## config.mk

```make
export PLATFORM = sky130hd
export DESIGN_NAME = tm_queue_depth
export DESIGN_NICKNAME = d
export VERILOG_FILES = /design/src/rtl/tm_queue_depth.sv
export SDC_FILE = /design/constraint.sdc
export NUM_CORES = 1
export LEC_CHECK = 0
export CORE_AREA = 3 3 194 158
export DETAILED_ROUTE_END_ITERATION = 10
export DIE_AREA = 0 0 197 161
export PLACE_DENSITY = 0.54
export SLEW_MARGIN = 20
export SYNTH_ARGS = -nofsm -noshare
export SYNTH_HDL_FRONTEND = slang
export SYNTH_HIERARCHICAL = 1
export SYNTH_SLANG_ARGS = --single-unit
```

## constraint.sdc

```tcl
create_clock -name clk -period 6.05 [get_ports clk]
set_clock_uncertainty 0.15 [all_clocks]
set_input_delay 1.21 -clock clk [delete_from_list [all_inputs] [get_ports clk]]
set_output_delay 1.21 -clock clk [all_outputs]
set_load 0.02 [all_outputs]
```

## src/rtl/tm_queue_depth.sv

```systemverilog
// tm_queue_depth: per-queue depth tracker answering enq/deq depth requests and admission polls.
// Optional statistics outputs (drop_count, peak_depth) exist when TM_QUEUE_DEPTH_STATS_EN is defined.
`ifndef FIRST_LVL_QUEUE_ID_NBITS
`define FIRST_LVL_QUEUE_ID_NBITS 4
`endif

module tm_queue_depth_fifo #(
  parameter int W  = 4,
  parameter int AW = 2
) (
  input  logic         clk_i,
  input  logic         rst_i,
  input  logic         push_i,
  input  logic         pop_i,
  input  logic [W-1:0] din_i,
  output logic [W-1:0] dout_o,
  output logic         empty_o,
  output logic         ovf_o
);
  logic [W-1:0] mem_q [2**AW];
  logic [AW:0]  wrPtr_q, rdPtr_q;
  logic         full;

  assign empty_o = (wrPtr_q == rdPtr_q);
  assign full    = (wrPtr_q[AW] != rdPtr_q[AW]) && (wrPtr_q[AW-1:0] == rdPtr_q[AW-1:0]);
  assign dout_o  = mem_q[rdPtr_q[AW-1:0]];
  assign ovf_o   = push_i && full;

  always_ff @(posedge clk_i or posedge rst_i) begin
    if (rst_i) begin
      wrPtr_q <= '0;
      rdPtr_q <= '0;
    end else begin
      if (push_i && !full) wrPtr_q <= wrPtr_q + (AW+1)'(1);
      if (pop_i) rdPtr_q <= rdPtr_q + (AW+1)'(1);
    end
  end

  always_ff @(posedge clk_i) begin
    if (push_i && !full) mem_q[wrPtr_q[AW-1:0]] <= din_i;
  end
endmodule

module tm_queue_depth #(
  parameter int QID_NBITS  = `FIRST_LVL_QUEUE_ID_NBITS,
  parameter int FIFO_NBITS = 2
) (
  input  logic                 clk,
  input  logic                 rst,
  input  logic                 enq_req,
  input  logic [QID_NBITS-1:0] enq_qid,
  input  logic                 deq_req,
  input  logic [QID_NBITS-1:0] deq_qid,
  input  logic                 poll_req,
  input  logic [QID_NBITS-1:0] poll_qid,
  output logic                 depth_enq_ack,
  output logic                 depth_enq_to_empty,
  output logic                 depth_deq_ack,
  output logic                 depth_deq_from_emptyp2,
  output logic                 queue_depth_req,
  input  logic                 ll_queue_depth_ack,
  input  logic                 ll_queue_depth_drop,
  input  logic [QID_NBITS:0]   queue_threshold,
  output logic                 poll_ack,
  output logic                 poll_drop,
  output logic [QID_NBITS:0]   poll_depth,
  output logic                 init_done,
  output logic                 err_overflow,
  output logic                 err_underflow,
`ifdef TM_QUEUE_DEPTH_STATS_EN
  output logic [31:0]          drop_count,
  output logic [QID_NBITS:0]   peak_depth,
`endif
  output logic                 err_fifo_ovf
);
  localparam int DW = QID_NBITS + 1;
  localparam logic [DW-1:0] MaxDepth = {1'b1, {QID_NBITS{1'b0}}};

  typedef enum logic {INIT, RUN} state_e;
  typedef enum logic [1:0] {OP_ENQ, OP_DEQ, OP_POLL} op_e;

  state_e               state_q;
  logic [QID_NBITS-1:0] initAddr_q;
  logic                 initDone_q;

  logic                 enqEmpty, deqEmpty, pollEmpty, enqOvf, deqOvf, pollOvf;
  logic [QID_NBITS-1:0] enqHead, deqHead, pollHead;
  logic                 popEnq, popDeq, popPoll, p1Valid;
  op_e                  p1Op;
  logic [QID_NBITS-1:0] p1Qid;

  logic [DW-1:0]        depthMem [2**QID_NBITS];
  logic [DW-1:0]        rdData_q;
  logic                 memWe;
  logic [QID_NBITS-1:0] memWa;
  logic [DW-1:0]        memWd;

  logic                 s2Valid_q;
  op_e                  s2Op_q;
  logic [QID_NBITS-1:0] s2Qid_q;
  logic                 s3Wr_q, wbValid_q;
  logic [QID_NBITS-1:0] s3Qid_q, wbQid_q;
  logic [DW-1:0]        s3Depth_q, wbDepth_q;

  logic                 isEnq, isDeq, isPoll, pollDrop;
  logic [DW-1:0]        oldDepth, newDepth;

  logic                 enqAck_q, toEmpty_q, deqAck_q, fromEmptyp2_q, pollAck_q, pollDrop_q;
  logic [DW-1:0]        pollDepth_q;
  logic                 errOvf_q, errUnf_q, errFifo_q;

  tm_queue_depth_fifo #(.W(QID_NBITS), .AW(FIFO_NBITS)) u_enqFifo (
    .clk_i(clk), .rst_i(rst), .push_i(enq_req), .pop_i(popEnq), .din_i(enq_qid),
    .dout_o(enqHead), .empty_o(enqEmpty), .ovf_o(enqOvf));
  tm_queue_depth_fifo #(.W(QID_NBITS), .AW(FIFO_NBITS)) u_deqFifo (
    .clk_i(clk), .rst_i(rst), .push_i(deq_req), .pop_i(popDeq), .din_i(deq_qid),
    .dout_o(deqHead), .empty_o(deqEmpty), .ovf_o(deqOvf));
  tm_queue_depth_fifo #(.W(QID_NBITS), .AW(FIFO_NBITS)) u_pollFifo (
    .clk_i(clk), .rst_i(rst), .push_i(poll_req), .pop_i(popPoll), .din_i(poll_qid),
    .dout_o(pollHead), .empty_o(pollEmpty), .ovf_o(pollOvf));

  always_ff @(posedge clk or posedge rst) begin
    if (rst) begin
      state_q    <= INIT;
      initAddr_q <= '0;
      initDone_q <= 1'b0;
    end else if (state_q == INIT) begin
      initAddr_q <= initAddr_q + QID_NBITS'(1);
      if (&initAddr_q) begin
        state_q    <= RUN;
        initDone_q <= 1'b1;
      end
    end
  end

  // Fixed-priority arbiter: deq > enq > poll, nothing leaves the FIFOs until the RAM is cleared.
  always_comb begin
    popDeq  = 1'b0;
    popEnq  = 1'b0;
    popPoll = 1'b0;
    p1Op    = OP_POLL;
    p1Qid   = pollHead;
    if (state_q == RUN) begin
      if (!deqEmpty) begin
        popDeq = 1'b1;
        p1Op   = OP_DEQ;
        p1Qid  = deqHead;
      end else if (!enqEmpty) begin
        popEnq = 1'b1;
        p1Op   = OP_ENQ;
        p1Qid  = enqHead;
      end else if (!pollEmpty) begin
        popPoll = 1'b1;
      end
    end
  end

  assign p1Valid         = popDeq || popEnq || popPoll;
  assign queue_depth_req = popPoll;

  always_comb begin
    memWe = s3Wr_q;
    memWa = s3Qid_q;
    memWd = s3Depth_q;
    if (state_q == INIT) begin
      memWe = 1'b1;
      memWa = initAddr_q;
      memWd = '0;
    end
  end

  always_ff @(posedge clk) begin
    if (memWe) depthMem[memWa] <= memWd;
    rdData_q <= depthMem[p1Qid];
  end

  // The RAM read misses the write in P3 and the one retired a cycle earlier; P3 is the younger.
  assign oldDepth = (s3Wr_q && s3Qid_q == s2Qid_q)       ? s3Depth_q :
                    (wbValid_q && wbQid_q == s2Qid_q)    ? wbDepth_q : rdData_q;

  assign isEnq  = s2Valid_q && (s2Op_q == OP_ENQ);
  assign isDeq  = s2Valid_q && (s2Op_q == OP_DEQ);
  assign isPoll = s2Valid_q && (s2Op_q == OP_POLL);

  // A poll that gets no threshold answer is rejected rather than admitted blindly.
  assign pollDrop = isPoll && (ll_queue_depth_ack ?
                    (ll_queue_depth_drop || (oldDepth >= queue_threshold)) : 1'b1);

  always_comb begin
    newDepth = oldDepth;
    if (isEnq && oldDepth != MaxDepth) newDepth = oldDepth + DW'(1);
    else if (isDeq && oldDepth != '0) newDepth = oldDepth - DW'(1);
  end

  always_ff @(posedge clk or posedge rst) begin
    if (rst) begin
      s2Valid_q     <= 1'b0;
      s2Op_q        <= OP_POLL;
      s2Qid_q       <= '0;
      s3Wr_q        <= 1'b0;
      s3Qid_q       <= '0;
      s3Depth_q     <= '0;
      wbValid_q     <= 1'b0;
      wbQid_q       <= '0;
      wbDepth_q     <= '0;
      enqAck_q      <= 1'b0;
      toEmpty_q     <= 1'b0;
      deqAck_q      <= 1'b0;
      fromEmptyp2_q <= 1'b0;
      pollAck_q     <= 1'b0;
      pollDrop_q    <= 1'b0;
      pollDepth_q   <= '0;
      errOvf_q      <= 1'b0;
      errUnf_q      <= 1'b0;
      errFifo_q     <= 1'b0;
    end else begin
      s2Valid_q     <= p1Valid;
      s2Op_q        <= p1Op;
      s2Qid_q       <= p1Qid;
      s3Wr_q        <= isEnq || isDeq;
      s3Qid_q       <= s2Qid_q;
      s3Depth_q     <= newDepth;
      wbValid_q     <= s3Wr_q;
      wbQid_q       <= s3Qid_q;
      wbDepth_q     <= s3Depth_q;
      enqAck_q      <= isEnq;
      toEmpty_q     <= isEnq && (oldDepth == '0);
      deqAck_q      <= isDeq;
      fromEmptyp2_q <= isDeq && (oldDepth >= DW'(2));
      pollAck_q     <= isPoll;
      pollDrop_q    <= pollDrop;
      if (isPoll) pollDepth_q <= oldDepth;
      errOvf_q      <= errOvf_q || (isEnq && oldDepth == MaxDepth);
      errUnf_q      <= errUnf_q || (isDeq && oldDepth == '0);
      errFifo_q     <= errFifo_q || enqOvf || deqOvf || pollOvf;
    end
  end

`ifdef TM_QUEUE_DEPTH_STATS_EN
  logic [31:0]   dropCount_q;
  logic [DW-1:0] peakDepth_q;

  always_ff @(posedge clk or posedge rst) begin
    if (rst) begin
      dropCount_q <= '0;
      peakDepth_q <= '0;
    end else begin
      if (pollDrop && dropCount_q != '1) dropCount_q <= dropCount_q + 32'd1;
      if (s3Wr_q && s3Depth_q > peakDepth_q) peakDepth_q <= s3Depth_q;
    end
  end

  assign drop_count = dropCount_q;
  assign peak_depth = peakDepth_q;
`endif

  assign depth_enq_ack          = enqAck_q;
  assign depth_enq_to_empty     = toEmpty_q;
  assign depth_deq_ack          = deqAck_q;
  assign depth_deq_from_emptyp2 = fromEmptyp2_q;
  assign poll_ack               = pollAck_q;
  assign poll_drop              = pollDrop_q;
  assign poll_depth             = pollDepth_q;
  assign init_done              = initDone_q;
  assign err_overflow           = errOvf_q;
  assign err_underflow          = errUnf_q;
  assign err_fifo_ovf           = errFifo_q;
endmodule

```

==> impl_metrics.ini, run 1 <==
[status]
outcome = finished, final reports clean

[sta]
max_freq_mhz = 205
finalSetupTns_ns = 0
post-route-period-util = 0.806
finalHoldViolCount = 0
setup_viol = 0
slew_violations = 0
rsz0062_at_grt = no
period_minus_slack_ns = 4.88
slew_headroom = 0.278
postLayoutSetupSlackWorst_ns = 1.17
tightest_slew_ns = 1.08

[finish]
drive_gt1_frac = 0.172
num_antenna_cells = 0
final_cell_mix = 128 x edfxtp_1, 64 x dfrtp_1, 39 x nor2_1, 39 x clkdlybuf4s50_1, 32 x mux4_2
layout_commonest_cell = edfxtp_1
area_growth_pct = 16.0
final_cells = 988
fin_nets = 646

[detailed_routing]
wl_mm = 17.1
drt-initial-drc-count = 263
drc = 0
ant_nets = 0
vias_per_cell = 4.65
wl_per_cell_um = 17.3
via_count = 4592
firstDrtPassIters = 4

[worst_setup_path]
cp.arrival_ns = 3.52
crit_chain = xnor2_2 -> nand2_1 -> nor2_1 -> nand2_1 -> nor3b_1 -> clkdlybuf4s50_1
crit_buf_inv = 1
path_max_fanout = 11
cp_slowest_cell = clkdlybuf4s50_1
critPathKind = flop to primary output
worstSetupStartpointType = flop
slowest_delay_ns = 0.75
end_kind = primary output
cp_common_cell = nand2_1
critical_path.top_delay_family = simple AND/OR/NAND/NOR gates
crit_required_ns = 4.69

[floorplan]
die_h_um = 161
die_w_um = 197
rows = 56
core_mm2 = 0.0290
initial_core_util = 0.296
io_pins = 40
die_area_mm2 = 0.0317

[grt]
grt_use_met2 = 0.169
busiest_layer = met2
grt_max_degree = 48
grt_first_pass_wirelength_mm = 27.2
grt_usage = 0.114
grt_util_met3 = 0.0279
gr-total-overflow = 0
antenna_found_initial = 0
first_global_vias = 4782
grt_use_met1 = 0.164

[synthesis]
synth_edf_count = 128
synth_simple_gate_area_share = 0.0770
ys_seq_area_frac = 0.650
syn_inst = 556
syn-num-nets = 604
ys_async_sr_fraction = 0.328
synth_top_family_by_area = multiplexers
synth_area_mm2 = 0.00857
avgSynthCellArea_um2 = 15.4
synth-compound-area-share = 0.0592
ys.flop_type = edfxtp_1
synthAdderAreaFrac = 0.0350
yosysWarnings = 6
synth.area.mux_share = 0.108
synth_seq_cells = 198
synth-xor-area-share = 0.0435
synth_cell_types = 54

[clock_network]
worstSkewPairLatency_ns = 0.43
ctsResizeCount = 0
path_clk_slew_ns = 0.07
clk_path_buf_depth = 2
tritoncts = built
ctsHtreeMaxLevel = 4
cts.sinks = 198
post_cts_buffers = 0
cts_hold_buf = 0
numCtsBuffers = 17
root_buffer = clkbuf_16

[placement]
numPortBuffers = 39
place.detailed.hpwl_mm = 12.3
place.gp.congestion = 0.793
dp_slack_ns = 1.66
place_inst = 956

[power_and_ir_drop]
p_leak_nw = 3.66
p_per_area_mw_per_mm2 = 595
irDropWorstVdd_uv = 226

[job]
cap_violations = 0

[hold_path]
min_path_type = flop to flop
## per-layer routing
layer / vias up / part of all wire / wire (um)
met2: 108 / 0.47 / 7950
li1: 2138 / - / -
met3: 11 / 0.053 / 899
met5: - / 0 / 0
met1: 2335 / 0.47 / 8040
met4: 0 / 0.011 / 191
## final timing paths
path	from	to	slack [ns]	cells past startpoint
setup / recovery	u_deqFifo/rdPtr_q[0]	queue_depth_req	1.17	6
hold / removal	s3Depth_q[2]	wbDepth_q[2]	0.28	0
setup reg to reg	u_deqFifo/rdPtr_q[0]	rdData_q[0]	2.02	9
hold reg to reg	s3Depth_q[2]	wbDepth_q[2]	0.28	0
max in group asynchronous	rst	err_underflow	4.00	2
min in group asynchronous	rst	u_pollFifo/rdPtr_q[2]	1.05	2
## area by class of cell
cell class,count,area [um^2]
timing repair buffer,42,413
clock inverter,12,105
multi-input combinational,306,2780
fill,2785,19100
inverter,33,128
tap,377,472
sequential,198,5570
clock buffer,20,479
## Yosys cell counts (2+ instances only)
| cell type | number | area share |
|---|---|---|
| buf_4 | 3 | 0.0026 |
| buf_2 | 3 | 0.0018 |
| ha_1 | 24 | 0.035 |
| and2_1 | 14 | 0.010 |
| nand2b_1 | 5 | 0.0036 |
| o21a_1 | 3 | 0.0026 |
| a31oi_2 | 7 | 0.010 |
| a31oi_1 | 8 | 0.0058 |
| a21o_1 | 5 | 0.0044 |
| and3_1 | 6 | 0.0044 |
| a21oi_1 | 13 | 0.0076 |
| o31ai_4 | 2 | 0.0050 |
| nand2_1 | 26 | 0.011 |
| o22ai_1 | 4 | 0.0029 |
| mux2_2 | 4 | 0.0053 |
| dfrtp_1 | 64 | 0.19 |
| nand3_1 | 5 | 0.0029 |
| xor2_2 | 3 | 0.0057 |
| dfxtp_1 | 5 | 0.012 |
| nand4_1 | 4 | 0.0029 |
| or3_1 | 2 | 0.0015 |
| xnor2_2 | 7 | 0.013 |
| xnor2_1 | 18 | 0.018 |
| nor3b_1 | 8 | 0.0070 |
| buf_6 | 3 | 0.0039 |
| mux4_2 | 32 | 0.084 |
| nor3_1 | 10 | 0.0058 |
| nor2_1 | 39 | 0.017 |
| edfxtp_1 | 128 | 0.45 |
| o211ai_1 | 2 | 0.0018 |
| nor2b_1 | 3 | 0.0022 |
| mux2i_1 | 16 | 0.019 |
| a31o_2 | 2 | 0.0020 |
| xor2_1 | 6 | 0.0061 |
| a41oi_1 | 2 | 0.0020 |
| inv_1 | 31 | 0.014 |
| nand3_2 | 2 | 0.0023 |
| clkbuf_1 | 9 | 0.0039 |
| o21ai_0 | 13 | 0.0076 |
## cell families after synthesis
| group | after synthesis |
|---|---|
| multiplexers | 52 |
| XOR/XNOR | 34 |
| buffers and inverters | 52 |
| flip-flops | 198 |
| AND/OR/NAND/NOR | 130 |
| adder cells (fa/ha/maj) | 24 |
| AO/OA/AOI/OAI | 66 |
## state kept, by name, summed over array words and instances (netlist names), 5 cells and up
register,cells
u_deqFifo/mem_q,16
u_enqFifo/mem_q,16
poll_depth,5
wbDepth_q,5
rdData_q,5
s3Depth_q,5
u_pollFifo/mem_q,16
depthMem,80
## power by group
| group | switching, mW | internal, mW | leakage [nW] | total [mW] |
|---|---|---|---|---|
| sequential | 0.262 | 1.93 | 1.98 | 2.19 |
| combinational | 1.49 | 1.13 | 1.39 | 2.62 |
| clock | 0.523 | 0.591 | 0.292 | 1.11 |
## metrics by stage
step / hold slack (ns) / total power, mW / util / instance area (um^2)
2_1_floorplan: 0.210 / 4.14 / - / 8570
3_3_place_gp: 0.259 / 4.78 / 0.323 / 9360
3_5_place_dp: 0.244 / 4.87 / 0.323 / 9360
4_1_cts: 0.273 / 6.01 / 0.343 / 9950
5_1_grt: 0.292 / 6.34 / 0.343 / 9950
6_report: 0.278 / 5.92 / 0.343 / 9950
No activity file was read; power rests on OpenSTA's default activity.
==> run 2, diff against run 1 <==
--- a/config.mk
+++ b/config.mk
@@ -8,7 +8,7 @@
 export CORE_AREA = 3 3 194 158
 export DETAILED_ROUTE_END_ITERATION = 10
 export DIE_AREA = 0 0 197 161
-export PLACE_DENSITY = 0.54
+export PLACE_DENSITY = 0.55
 export SLEW_MARGIN = 20
 export SYNTH_ARGS = -nofsm -noshare
 export SYNTH_HDL_FRONTEND = slang
==> constraint.sdc (replaced) <==
create_clock -name clk -period 4.15 [get_ports clk]
set_clock_uncertainty 0.15 [all_clocks]
set_input_delay 0.83 -clock clk [delete_from_list [all_inputs] [get_ports clk]]
set_output_delay 0.83 -clock clk [all_outputs]
set_load 0.02 [all_outputs]
==> impl_metrics.ini, run 2 (synthesis gave the netlist of run 1 again) <==
[detailed_routing]
wl_mm = 17.0
vias_per_cell = 4.59
ant_nets = 0
via_count = 4544
drt-initial-drc-count = 236
drc = 0
firstDrtPassIters = 4
wl_per_cell_um = 17.2

[power_and_ir_drop]
irDropWorstVdd_uv = 375
p_total_mw = 8.69
p_leak_nw = 3.68
p_per_area_mw_per_mm2 = 870

[finish]
fin_nets = 649
final_cell_mix = 128 x edfxtp_1, 64 x dfrtp_1, 39 x nor2_1, 39 x clkdlybuf4s50_1, 32 x mux4_2
multi_input_area_mm2 = 0.00278
layout_commonest_cell = edfxtp_1
nFillCells = 2746
num_antenna_cells = 0
drive_gt1_frac = 0.176
largest_reg_flops = 80
area_growth_pct = 16.4
regMostFlops = depthMem
area.sequential_mm2 = 0.00557

[floorplan]
io_pins = 40
core_mm2 = 0.0290
die_h_um = 161
rows = 56
die_area_mm2 = 0.0317
die_w_um = 197
initial_core_util = 0.296

[placement]
place.detailed.hpwl_mm = 12.2
numPortBuffers = 39
place.gp.congestion = 0.760

[status]
outcome = finished, final reports clean

[clock_network]
cts.sinks = 198
cts_hold_buf = 0
ctsHtreeMaxLevel = 4
tritoncts = built
ctsResizeCount = 0
clk_path_buf_depth = 2
worstSkewPairLatency_ns = 0.43
path_clk_slew_ns = 0.08
post_cts_buffers = 0
root_buffer = clkbuf_16
numCtsBuffers = 17

[sta]
rsz0062_at_grt = no
slew_headroom = 0.369
finalHoldViolCount = 0
slew_violations = 0
period_minus_slack_ns = 3.81
tightest_slew_ns = 0.945
post-route-period-util = 0.918
max_freq_mhz = 263
setup_viol = 0
finalSetupTns_ns = 0

[grt]
grt_first_pass_wirelength_mm = 28.0
grt_max_degree = 48
first_global_vias = 4952
antenna_found_initial = 0
gr-total-overflow = 0
grt_usage = 0.114

[worst_setup_path]
critical_path.top_delay_family = buffers and inverters
crit_buf_inv = 3
worstSetupStartpointType = flop
cp.arrival_ns = 2.83
cp_slowest_cell = clkdlybuf4s50_1
end_kind = primary output
critPathKind = flop to primary output
crit_required_ns = 3.17
crit_chain = xnor2_2 -> nand2_1 -> nor2_1 -> buf_4 -> nand2_1 -> nor3b_1 -> buf_4 -> clkdlybuf4s50_1
slowest_delay_ns = 0.61
path_max_fanout = 11

[hold_path]
min_path_type = flop to flop

[job]
cap_violations = 0
==> run 2: cell types whose count changed in the layout (fill, tap and decap cells not counted), moves of 2 or more <==
cell	previous run	this run
buf_4	3	6
clkbuf_16	19	17
clkinv_2	3	0
clkinv_4	3	1
inv_6	4	2
inv_8	3	8
==> run 2: per-layer routing <==
layer	up-vias	wire, um	track usage
li1	2146	-	-
met1	2294	7950	0.154
met2	95	8040	0.185
met3	9	869	0.0319
met4	0	161	0.0285
met5	-	0	0
==> run 2: power by group <==
part           total (mW)  internal, mW  leakage, nW  switching [mW]
clock                1.67         0.875        0.294           0.798
sequential           3.19          2.81         1.98           0.381
combinational        3.83          1.68         1.40            2.15
total                8.69          5.36         3.68            3.33
==> run 2: per-stage QoR <==
step	setup WS, ns	util	area [um^2]	cells	hold WS (ns)
2_1_floorplan	1.05	-	8570	556	0.210
3_3_place_gp	0.793	0.324	9390	959	0.263
3_5_place_dp	0.769	0.324	9390	959	0.242
4_1_cts	0.273	0.344	9980	991	0.275
5_1_grt	0.0700	0.344	9980	991	0.293
6_report	0.341	0.344	9980	991	0.267
==> run 2: final timing paths <==
check | to | slack (ns) | startpoint | depth (start not counted)
worst max-delay path | queue_depth_req | 0.34 | u_deqFifo/rdPtr_q[0] | 8
max in group asynchronous | depth_deq_from_emptyp2 | 2.31 | rst | 2
worst min register to register | wbDepth_q[2] | 0.27 | s3Depth_q[2] | 0
min in group asynchronous | u_enqFifo/wrPtr_q[0] | 0.64 | rst | 2
worst max register to register | rdData_q[3] | 0.80 | u_enqFifo/rdPtr_q[0] | 9
worst min-delay path | wbDepth_q[2] | 0.27 | s3Depth_q[2] | 0
==> run 2: cell type report <==
cell class | instances | share of cell area
Clock buffer | 18 | 0.0430
Clock inverter | 14 | 0.0170
Inverter | 33 | 0.0127
Multi-Input combinational cell | 306 | 0.278
Sequential cell | 198 | 0.558
Tap cell | 377 | 0.0472
Timing Repair Buffer | 45 | 0.0436
